$ cat config.mk
export PLATFORM = sky130hd
export DESIGN_NAME = muldiv_unit
export DESIGN_NICKNAME = d
export VERILOG_FILES = /design/src/rtl/muldiv_unit.sv
export SDC_FILE = /design/constraint.sdc
export NUM_CORES = 1
export LEC_CHECK = 0
export ABC_AREA = 1
export CAP_MARGIN = 10
export CORE_ASPECT_RATIO = 0.6
export CORE_MARGIN = 2
export CORE_UTILIZATION = 35
export DETAILED_ROUTE_END_ITERATION = 16
export GPL_TIMING_DRIVEN = 0
export HOLD_SLACK_MARGIN = 0.1
export MAX_ROUTING_LAYER = met4
export PLACE_DENSITY = 0.6
export SKIP_CTS_REPAIR_TIMING = 1
export SLEW_MARGIN = 25
export SYNTH_ARGS = -nofsm -noshare
export SYNTH_HDL_FRONTEND = slang
export SYNTH_SLANG_ARGS = --single-unit
$ cat constraint.sdc
create_clock -name clk -period 6.95 [get_ports clk]
set_input_delay 1.0425 -clock clk [delete_from_list [all_inputs] [get_ports clk]]
set_output_delay 1.0425 -clock clk [all_outputs]
set_load 0.1 [all_outputs]
$ cat src/rtl/muldiv_unit.sv
// Iterative MIPS-style multiply/divide unit with architectural HI/LO registers.
// One shift-add (multiply) or restoring shift-subtract (divide) step per clock, then one sign-fix cycle.
module muldiv_unit #(
  parameter int WIDTH = 32
) (
  input  logic             clk,
  input  logic             rst,
  input  logic             start,
  input  logic [1:0]       op,
  input  logic [WIDTH-1:0] a,
  input  logic [WIDTH-1:0] b,
  input  logic             hi_we,
  input  logic             lo_we,
  input  logic [WIDTH-1:0] wdata,
  output logic             busy,
  output logic             done,
  output logic [WIDTH-1:0] hi,
  output logic [WIDTH-1:0] lo
);

  localparam int CW = $clog2(WIDTH);

  typedef enum logic [1:0] {IDLE, CALC, FIX} state_t;

  state_t             state, state_next;
  logic               is_div_q, sign_a_q, sign_b_q;
  logic [WIDTH-1:0]   m_q;    // multiplicand (mul) or divisor (div) magnitude
  logic [2*WIDTH-1:0] acc_q;  // mul: {partial product, multiplier}; div: {remainder, quotient}
  logic [CW-1:0]      count_q;

  logic               op_signed, op_div;
  logic [WIDTH-1:0]   abs_a, abs_b;
  logic [WIDTH:0]     mul_sum;
  logic [WIDTH:0]     div_shifted;
  logic [WIDTH+1:0]   div_diff;
  logic [2*WIDTH-1:0] acc_step;
  logic [2*WIDTH-1:0] mul_res;
  logic [WIDTH-1:0]   quot_res, rem_res;

  assign busy = (state != IDLE);

  always_ff @(posedge clk) begin
    if (rst) state <= IDLE;
    else     state <= state_next;
  end

  // NOTE: every combinational output gets a default before the case, so no latch is inferred.
  always_comb begin
    state_next = state;
    case (state)
      IDLE:    if (start) state_next = CALC;
      CALC:    if (count_q == CW'(WIDTH - 1)) state_next = FIX;
      FIX:     state_next = IDLE;
      default: state_next = IDLE;
    endcase
  end

  // Operand conditioning at accept; -MIN fits unsigned in WIDTH bits.
  always_comb begin
    op_signed = ~op[0];
    op_div    = op[1];
    abs_a     = (op_signed && a[WIDTH-1]) ? -a : a;
    abs_b     = (op_signed && b[WIDTH-1]) ? -b : b;
  end

  // One iteration of the active algorithm, plus the sign-corrected results used at FIX.
  always_comb begin
    mul_sum     = {1'b0, acc_q[2*WIDTH-1:WIDTH]} + {1'b0, (acc_q[0] ? m_q : '0)};
    div_shifted = {acc_q[2*WIDTH-1:WIDTH], acc_q[WIDTH-1]};
    div_diff    = {1'b0, div_shifted} - {2'b00, m_q};
    if (!is_div_q)
      acc_step = {mul_sum, acc_q[WIDTH-1:1]};
    else if (!div_diff[WIDTH+1])
      acc_step = {div_diff[WIDTH-1:0], acc_q[WIDTH-2:0], 1'b1};
    else
      acc_step = {div_shifted[WIDTH-1:0], acc_q[WIDTH-2:0], 1'b0};

    mul_res  = (sign_a_q ^ sign_b_q) ? -acc_q : acc_q;
    quot_res = (sign_a_q ^ sign_b_q) ? -acc_q[WIDTH-1:0] : acc_q[WIDTH-1:0];
    rem_res  = sign_a_q ? -acc_q[2*WIDTH-1:WIDTH] : acc_q[2*WIDTH-1:WIDTH];
  end

  // NOTE: only architectural state (hi, lo, done) is reset; the working registers are
  // always reloaded on accept, so resetting them would buy nothing.
  always_ff @(posedge clk) begin
    if (rst) begin
      hi   <= '0;
      lo   <= '0;
      done <= 1'b0;
    end else begin
      done <= (state == FIX);
      case (state)
        IDLE: begin
          if (hi_we) hi <= wdata;
          if (lo_we) lo <= wdata;
          if (start) begin
            is_div_q <= op_div;
            sign_a_q <= op_signed & a[WIDTH-1];
            sign_b_q <= op_signed & b[WIDTH-1];
            m_q      <= op_div ? abs_b : abs_a;
            acc_q    <= {{WIDTH{1'b0}}, (op_div ? abs_a : abs_b)};
            count_q  <= '0;
          end
        end
        CALC: begin
          acc_q   <= acc_step;
          count_q <= count_q + CW'(1);
        end
        FIX: begin
          if (is_div_q) begin
            hi <= rem_res;
            lo <= quot_res;
          end else begin
            hi <= mul_res[2*WIDTH-1:WIDTH];
            lo <= mul_res[WIDTH-1:0];
          end
        end
        default: ;
      endcase
    end
  end

endmodule

==> impl_metrics.env, run 1 <==
export IMPL_outcome="complete, no violations"
export IMPL_dr_pass1_iters=5
export IMPL_p_leak_uw=0.00923
export IMPL_total_power_uw=4030
export IMPL_cts_tree="built"
export IMPL_ant_nets=0
export IMPL_slew_violations=0
export IMPL_timing_final_crit_share_pct=52.5
export IMPL_hp_class="flip-flop to flip-flop"
export IMPL_place_gp_congestion=1.12
export IMPL_cts_buffer_depth=2
export IMPL_synth_warnings=0
export IMPL_fin_util_pct=42.3
export IMPL_reg2reg_from="acc_q[0]$_DFFE_PP_"
export IMPL_grt_overflow_total=0
export IMPL_initial_core_util_pct=35.6
export IMPL_tightest_slew_ns=1.16
export IMPL_synth_nets=2993
export IMPL_row_count=62
export IMPL_crit_family="simple AND/OR/NAND/NOR gates"
export IMPL_finClkSkew_ns=0.0159
export IMPL_route_detailed_drc=0
export IMPL_grt_max_degree=20
export IMPL_required_ns=7.13
export IMPL_startpoint_type="flip-flop"
export IMPL_drive_above_1_share_pct=3.64
export IMPL_numCtsBuffers=17
export IMPL_crit_type="flip-flop to flip-flop"
export IMPL_cp_cell_sequence="buf_2, clkbuf_1, nand2_1, inv_1, ha_1, fa_1, nand2_1, nand2_1, and2_1, a21oi_1, o21ai_0, nand2_1, nand2_1, nand2_1, nand3_1, a21oi_1"
export IMPL_slew_headroom_pct=22.6
export IMPL_arrival_ns=3.82
export IMPL_viasPerCell=5.73
export IMPL_rrSetupSlack_ns=3.30
export IMPL_grt_pass1_wl_mm=130
export IMPL_min_period_ns=3.65
export IMPL_finalSetupViolCount=0
export IMPL_instances_no_fill=3667
export IMPL_post_dp_hpwl_mm=77.4
export IMPL_drt_total_wl_mm=91.7
export IMPL_syn_avg_cell_area_um2=6.06
export IMPL_hold_depth=2
export IMPL_num_vias=21001
export IMPL_nets=3188
export IMPL_slowest_delay_ns=0.48
export IMPL_fmax_mhz=274
export IMPL_rsz0062_at_grt="false"
export IMPL_r2r_cells=16
export IMPL_dieHeight_um=175
export IMPL_die_width_um=289
export IMPL_fillers=5208
export IMPL_crit_slowest_cell="o21ai_0"
export IMPL_first_global_vias=18672
export IMPL_synthToLayoutAreaGrowth_pct=19.0
export IMPL_ys_seq_area_share_pct=26.1
export IMPL_vdd_drop_max_mv=0.168
export IMPL_min_from="hi[3]$_SDFFE_PP0P_"
export IMPL_cts_sinks=171
export IMPL_holdPathEnd="hi[3]$_SDFFE_PP0P_"
export IMPL_critPathMaxFanout=10
export IMPL_synth_seq_cells=171
export IMPL_syn_inst=2818
export IMPL_hold_viol=0
export IMPL_antenna_found_initial=3
export IMPL_grt_usage_pct=36.7
export IMPL_crit_path_start="acc_q[0]$_DFFE_PP_"
export IMPL_pin_count=169
export IMPL_placement_io_buffers=168
export IMPL_synth_cell_area_um2=17100
export IMPL_placed_cells=3634
export IMPL_cap_violations=0
export IMPL_insertion_delay_ns=0.47
export IMPL_crit_buf_inv=3
export IMPL_endpoint_kind="flip-flop"
export IMPL_die_area_um2=50600
export IMPL_p_per_area_nw_per_um2=198
export IMPL_cts_max_level=4
export IMPL_root_buffer="clkbuf_16"
export IMPL_path_clk_slew_ns=0.08
export IMPL_wl_per_cell_um=25.0
export IMPL_drt_initial_drc_count=2938
export IMPL_yosysUniqueCellTypes=53
export IMPL_coreArea_um2=48000
export IMPL_r2r_end="acc_q[59]$_SDFFCE_PN0P_"
export IMPL_critPathMostFrequentCell="nand2_1"
==> how the worst max path moves through the flow <==
stage,to,slack (ns),cells past startpoint
finish,acc_q[59]$_SDFFCE_PN0P_,3.30,16
global route,acc_q[53]$_SDFFCE_PN0P_,3.05,15
CTS,acc_q[59]$_SDFFCE_PN0P_,3.35,16
detailed placement,acc_q[14]$_DFFE_PP_,3.07,12
global placement,acc_q[50]$_SDFFCE_PN0P_,-0.66,4
floorplan,acc_q[0]$_DFFE_PP_,1.88,3
==> per-layer routing <==
layer  track usage (%)  up-vias  share of wire [%]
li1                  -     9705                  -
met1              58.4     9892                 49
met2              43.0     1325                 35
met3              11.9       79                 14
met4              6.10        0                1.6
met5                 -        -                  0
==> sequential cells by signal (all words and copies together) (netlist names) <==
name / count
acc_q: 64
hi: 32
lo: 32
sign_b_q: 1
count_q: 5
m_q: 32
is_div_q: 1
sign_a_q: 1
done: 1
state: 2
==> layout make-up <==
cell class	instances	area (um2)	share of cell area, %
multi-input combinational	2196	10900	53.5
inverter	350	1320	6.48
clock inverter	13	139	0.683
clock buffer	19	453	2.23
antenna	1	2.50	0.0123
tap	640	801	3.94
sequential	171	4460	22.0
buffer	101	445	2.19
timing repair buffer	176	1830	9.00
==> worst min-delay path: cells and delay by family (launching register included) <==
family / cells / cell delay (ns)
AO/OA/AOI/OAI: 2 / 0.19
flip-flops: 1 / 0.32
==> placed cells by master (no fill, tap or decap), types with 7 or more instances in the layout <==
cell / instances
nand2_1: 746
o21a_1: 7
nor2_1: 317
clkbuf_1: 67
o21bai_1: 7
o21ai_0: 245
xnor2_1: 10
clkdlybuf4s50_1: 168
o211ai_1: 9
xor2_1: 62
clkbuf_16: 17
nor3_1: 37
dfxtp_1: 67
buf_1: 8
inv_1: 339
nand4_1: 35
buf_6: 7
buf_2: 20
o21ai_1: 19
nand3_1: 285
nand3b_1: 12
ha_1: 70
inv_2: 9
a31oi_1: 21
a21oi_1: 241
edfxtp_1: 104
o22ai_1: 9
a21o_1: 14
==> metrics by stage <==
stage	TNS [ns]	hold slack, ns	area, um2	worst slack (ns)
6_report	0	0.548	20300	3.30
4_1_cts	0	0.548	20300	3.35
3_3_place_gp	-44.33	0.525	19600	-0.659
3_5_place_dp	0	0.532	19700	3.07
5_1_grt	0	0.577	20300	3.05
2_1_floorplan	0	0.517	17100	1.88
==> power by group <==
group / switching [uW] / internal [uW]
clock network: 495 / 499
registers: 144 / 1190
logic: 1240 / 468
total: 1880 / 2150
==> Yosys cell counts, drive strengths merged <==
cell / instances / area share [%]
ha: 70 / 5.1
inv: 349 / 7.7
clkbuf: 67 / 1.5
o21bai: 7 / 0.31
xnor2: 10 / 0.51
o21ai: 268 / 7.9
clkinv: 1 / 0.022
nand2: 751 / 17
a21oi: 245 / 7.3
or2: 7 / 0.26
a211oi: 1 / 0.044
nor3: 39 / 1.2
and2: 7 / 0.28
nand3b: 13 / 0.59
and3: 3 / 0.11
o22ai: 9 / 0.33
fa: 2 / 0.23
nand3: 288 / 8.5
nor2: 324 / 7.3
a31oi: 21 / 0.77
edfxtp: 104 / 18
a21boi: 1 / 0.044
o31ai: 2 / 0.088
a31o: 1 / 0.051
a21o: 14 / 0.62
o211ai: 9 / 0.40
xor2: 62 / 3.2
o21a: 7 / 0.31
buf: 34 / 1.1
nand4: 35 / 1.3
dfxtp: 67 / 7.9
==> kinds of logic after synthesis <==
logic type,Yosys count,share of synthesized area (%)
simple gates,1467,36.3
compound gates,585,18.2
buf+inv,451,10.3
flops,171,26.1
xor+xnor,72,3.69
fa+ha+maj,72,5.36
Power figures use the tool's default switching activity.
==> inputs of run 2 (changes only) <==
--- a/config.mk
+++ b/config.mk
@@ -14,7 +14,7 @@
 export GPL_TIMING_DRIVEN = 0
 export HOLD_SLACK_MARGIN = 0.1
 export MAX_ROUTING_LAYER = met4
-export PLACE_DENSITY = 0.6
+export PLACE_DENSITY = 0.62
 export SKIP_CTS_REPAIR_TIMING = 1
 export SLEW_MARGIN = 25
 export SYNTH_ARGS = -nofsm -noshare
==> constraint.sdc (replaced) <==
create_clock -name clk -period 3.1 [get_ports clk]
set_input_delay 0.465 -clock clk [delete_from_list [all_inputs] [get_ports clk]]
set_output_delay 0.465 -clock clk [all_outputs]
set_load 0.1 [all_outputs]
==> run 2 against run 1 <==
  * Register-to-register slack got worse by 3.2 ns
  * First-iteration DRC count increased by 3.4%
  * Global-route usage increased by 0.15 points
  * Core utilization increased by 0.89 points
  * Clock-buffer cell count decreased by 1
  * Critical path type unchanged
  * Critical endpoint is now acc_q[32]$_SDFFCE_PN0P_
==> impl_metrics.env, run 2 (same netlist as run 1, synthesis figures left out) <==
export IMPL_outcome="complete, no violations"
export IMPL_cp_num_cells=13
export IMPL_p_seq_share_pct=31.8
export IMPL_rsz0062_at_grt="true"
export IMPL_critPathMaxFanout=10
export IMPL_crit_slowest_cell="edfxtp_1"
export IMPL_crit_type="flip-flop to flip-flop"
export IMPL_fmax_mhz=333
export IMPL_drt_initial_drc_count=3037
export IMPL_largest_register_ffs=64
export IMPL_cp_cell_sequence="ha_1, a21oi_1, o21ai_1, inv_1, nand2_1, a21oi_4, nand2_8, buf_6, nand2_1, nand2_1, o21ai_1, nand2_1, inv_1"
export IMPL_combPwrFrac_pct=43.7
export IMPL_viasPerCell=5.70
export IMPL_finClkSkew_ns=0.0245
export IMPL_placed_area_um2=19700
export IMPL_mostFrequentLayoutCells="nand2_1, inv_1, nor2_1"
export IMPL_regMostFlops="acc_q"
export IMPL_grt_usage_pct=36.9
export IMPL_antenna_found_initial=2
export IMPL_slowest_delay_ns=0.60
export IMPL_pin_count=169
export IMPL_hold_depth=2
export IMPL_cts_tree="built"
export IMPL_p_leak_uw=0.00938
export IMPL_path_clk_slew_ns=0.08
export IMPL_route_detailed_drc=0
export IMPL_die_area_um2=50600
export IMPL_fillers=5161
export IMPL_cap_violations=0
export IMPL_cts_sinks=171
export IMPL_dr_pass1_iters=6
export IMPL_grt_overflow_total=0
export IMPL_initial_core_util_pct=35.6
export IMPL_placed_cells=3631
export IMPL_slew_headroom_pct=28.4
export IMPL_swShare_pct=46.8
export IMPL_finalSetupViolCount=0
export IMPL_instances_no_fill=3695
export IMPL_die_width_um=289
export IMPL_row_count=62
export IMPL_wl_per_cell_um=25.1
export IMPL_cts_max_level=4
export IMPL_slew_violations=0
export IMPL_grt_max_degree=22
export IMPL_drt_total_wl_mm=92.6
export IMPL_min_period_ns=3.00
export IMPL_timing_final_crit_share_pct=96.8
export IMPL_num_vias=21058
export IMPL_intPower_uw=4880
export IMPL_vdd_drop_max_mv=0.364
export IMPL_place_gp_congestion=1.06
export IMPL_post_dp_hpwl_mm=77.7
export IMPL_root_buffer="clkbuf_16"
export IMPL_insertion_delay_ns=0.48
export IMPL_r2r_cells=13
export IMPL_dieHeight_um=175
export IMPL_arrival_ns=3.34
export IMPL_endpoint_kind="flip-flop"
export IMPL_tightest_slew_ns=1.07
export IMPL_ant_nets=0
export IMPL_p_switching_uw=4290
export IMPL_drive_above_1_share_pct=6.29
export IMPL_crit_buf_inv=3
export IMPL_nets=3215
export IMPL_critPathMostFrequentCell="nand2_1"
export IMPL_required_ns=3.43
export IMPL_design_area_um2=20700
export IMPL_synthToLayoutAreaGrowth_pct=21.5
export IMPL_hp_class="flip-flop to flip-flop"
export IMPL_p_per_area_nw_per_um2=442
export IMPL_placement_io_buffers=168
export IMPL_first_global_vias=18475
export IMPL_numCtsBuffers=17
export IMPL_hold_viol=0
export IMPL_total_power_uw=9170
export IMPL_grt_pass1_wl_mm=130
export IMPL_p_clk_share_pct=24.5
export IMPL_cts_buffer_depth=2
export IMPL_startpoint_type="flip-flop"
export IMPL_hold_slack_ns=0.550
export IMPL_layout_commonest_cell="nand2_1"
export IMPL_coreArea_um2=48000
export IMPL_crit_family="compound AO/OA/AOI/OAI gates"
run 2: tightest hold or removal path: stages (launching register included):
cell     delay, ns
dfxtp_1       0.31
o21ai_0       0.15
a21oi_1       0.05
run 2: metal layers:
layer	vias to the layer above	wire length (um)	global-route usage [%]
li1	9752	-	-
met2	1282	32700	43.1
met4	0	1080	5.03
met5	-	0	-
met1	9948	46200	58.4
met3	76	12600	13.1
run 2: stage by stage:
step	util [%]	worst slack, ns	setup TNS (ns)
2_1_floorplan	-	0.150	0
3_3_place_gp	40.8	-1.54	-142.16
3_5_place_dp	41.0	-0.773	-10.65
4_1_cts	42.2	-0.778	-10.94
5_1_grt	43.2	-0.0256	-0.0787
6_report	43.2	0.0985	0
run 2: power by group through the flow:
| stage | logic, uW | clock network (uW) | registers (uW) |
|---|---|---|---|
| after global routing | 4250 | 2340 | 2920 |
| after floorplan | 1810 | 0 | 3400 |
| after CTS | 3670 | 2260 | 2960 |
| final | 4000 | 2250 | 2920 |
| after global placement | 3630 | 0 | 3020 |
| after detailed placement | 3660 | 0 | 3010 |
run 2: final timing paths:
| check | from | to | slack (ns) |
|---|---|---|---|
| worst max-delay path | acc_q[53]$_SDFFCE_PN0P_ | acc_q[32]$_SDFFCE_PN0P_ | 0.1 |
| worst min register to register | lo[22]$_SDFFE_PP0P_ | lo[22]$_SDFFE_PP0P_ | 0.55 |
| worst max register to register | acc_q[53]$_SDFFCE_PN0P_ | acc_q[32]$_SDFFCE_PN0P_ | 0.1 |
| worst min-delay path | lo[22]$_SDFFE_PP0P_ | lo[22]$_SDFFE_PP0P_ | 0.55 |
run 2: layout make-up:
class	count	area, um2	share of cell area (%)
antenna	2	5.00	0.0241
clock inverter	14	153	0.736
clock buffer	18	439	2.12
sequential	171	4460	21.5
multi-input combinational	2196	11100	53.5
buffer	101	458	2.21
tap	640	801	3.86
inverter	350	1320	6.36
timing repair buffer	203	2020	9.71
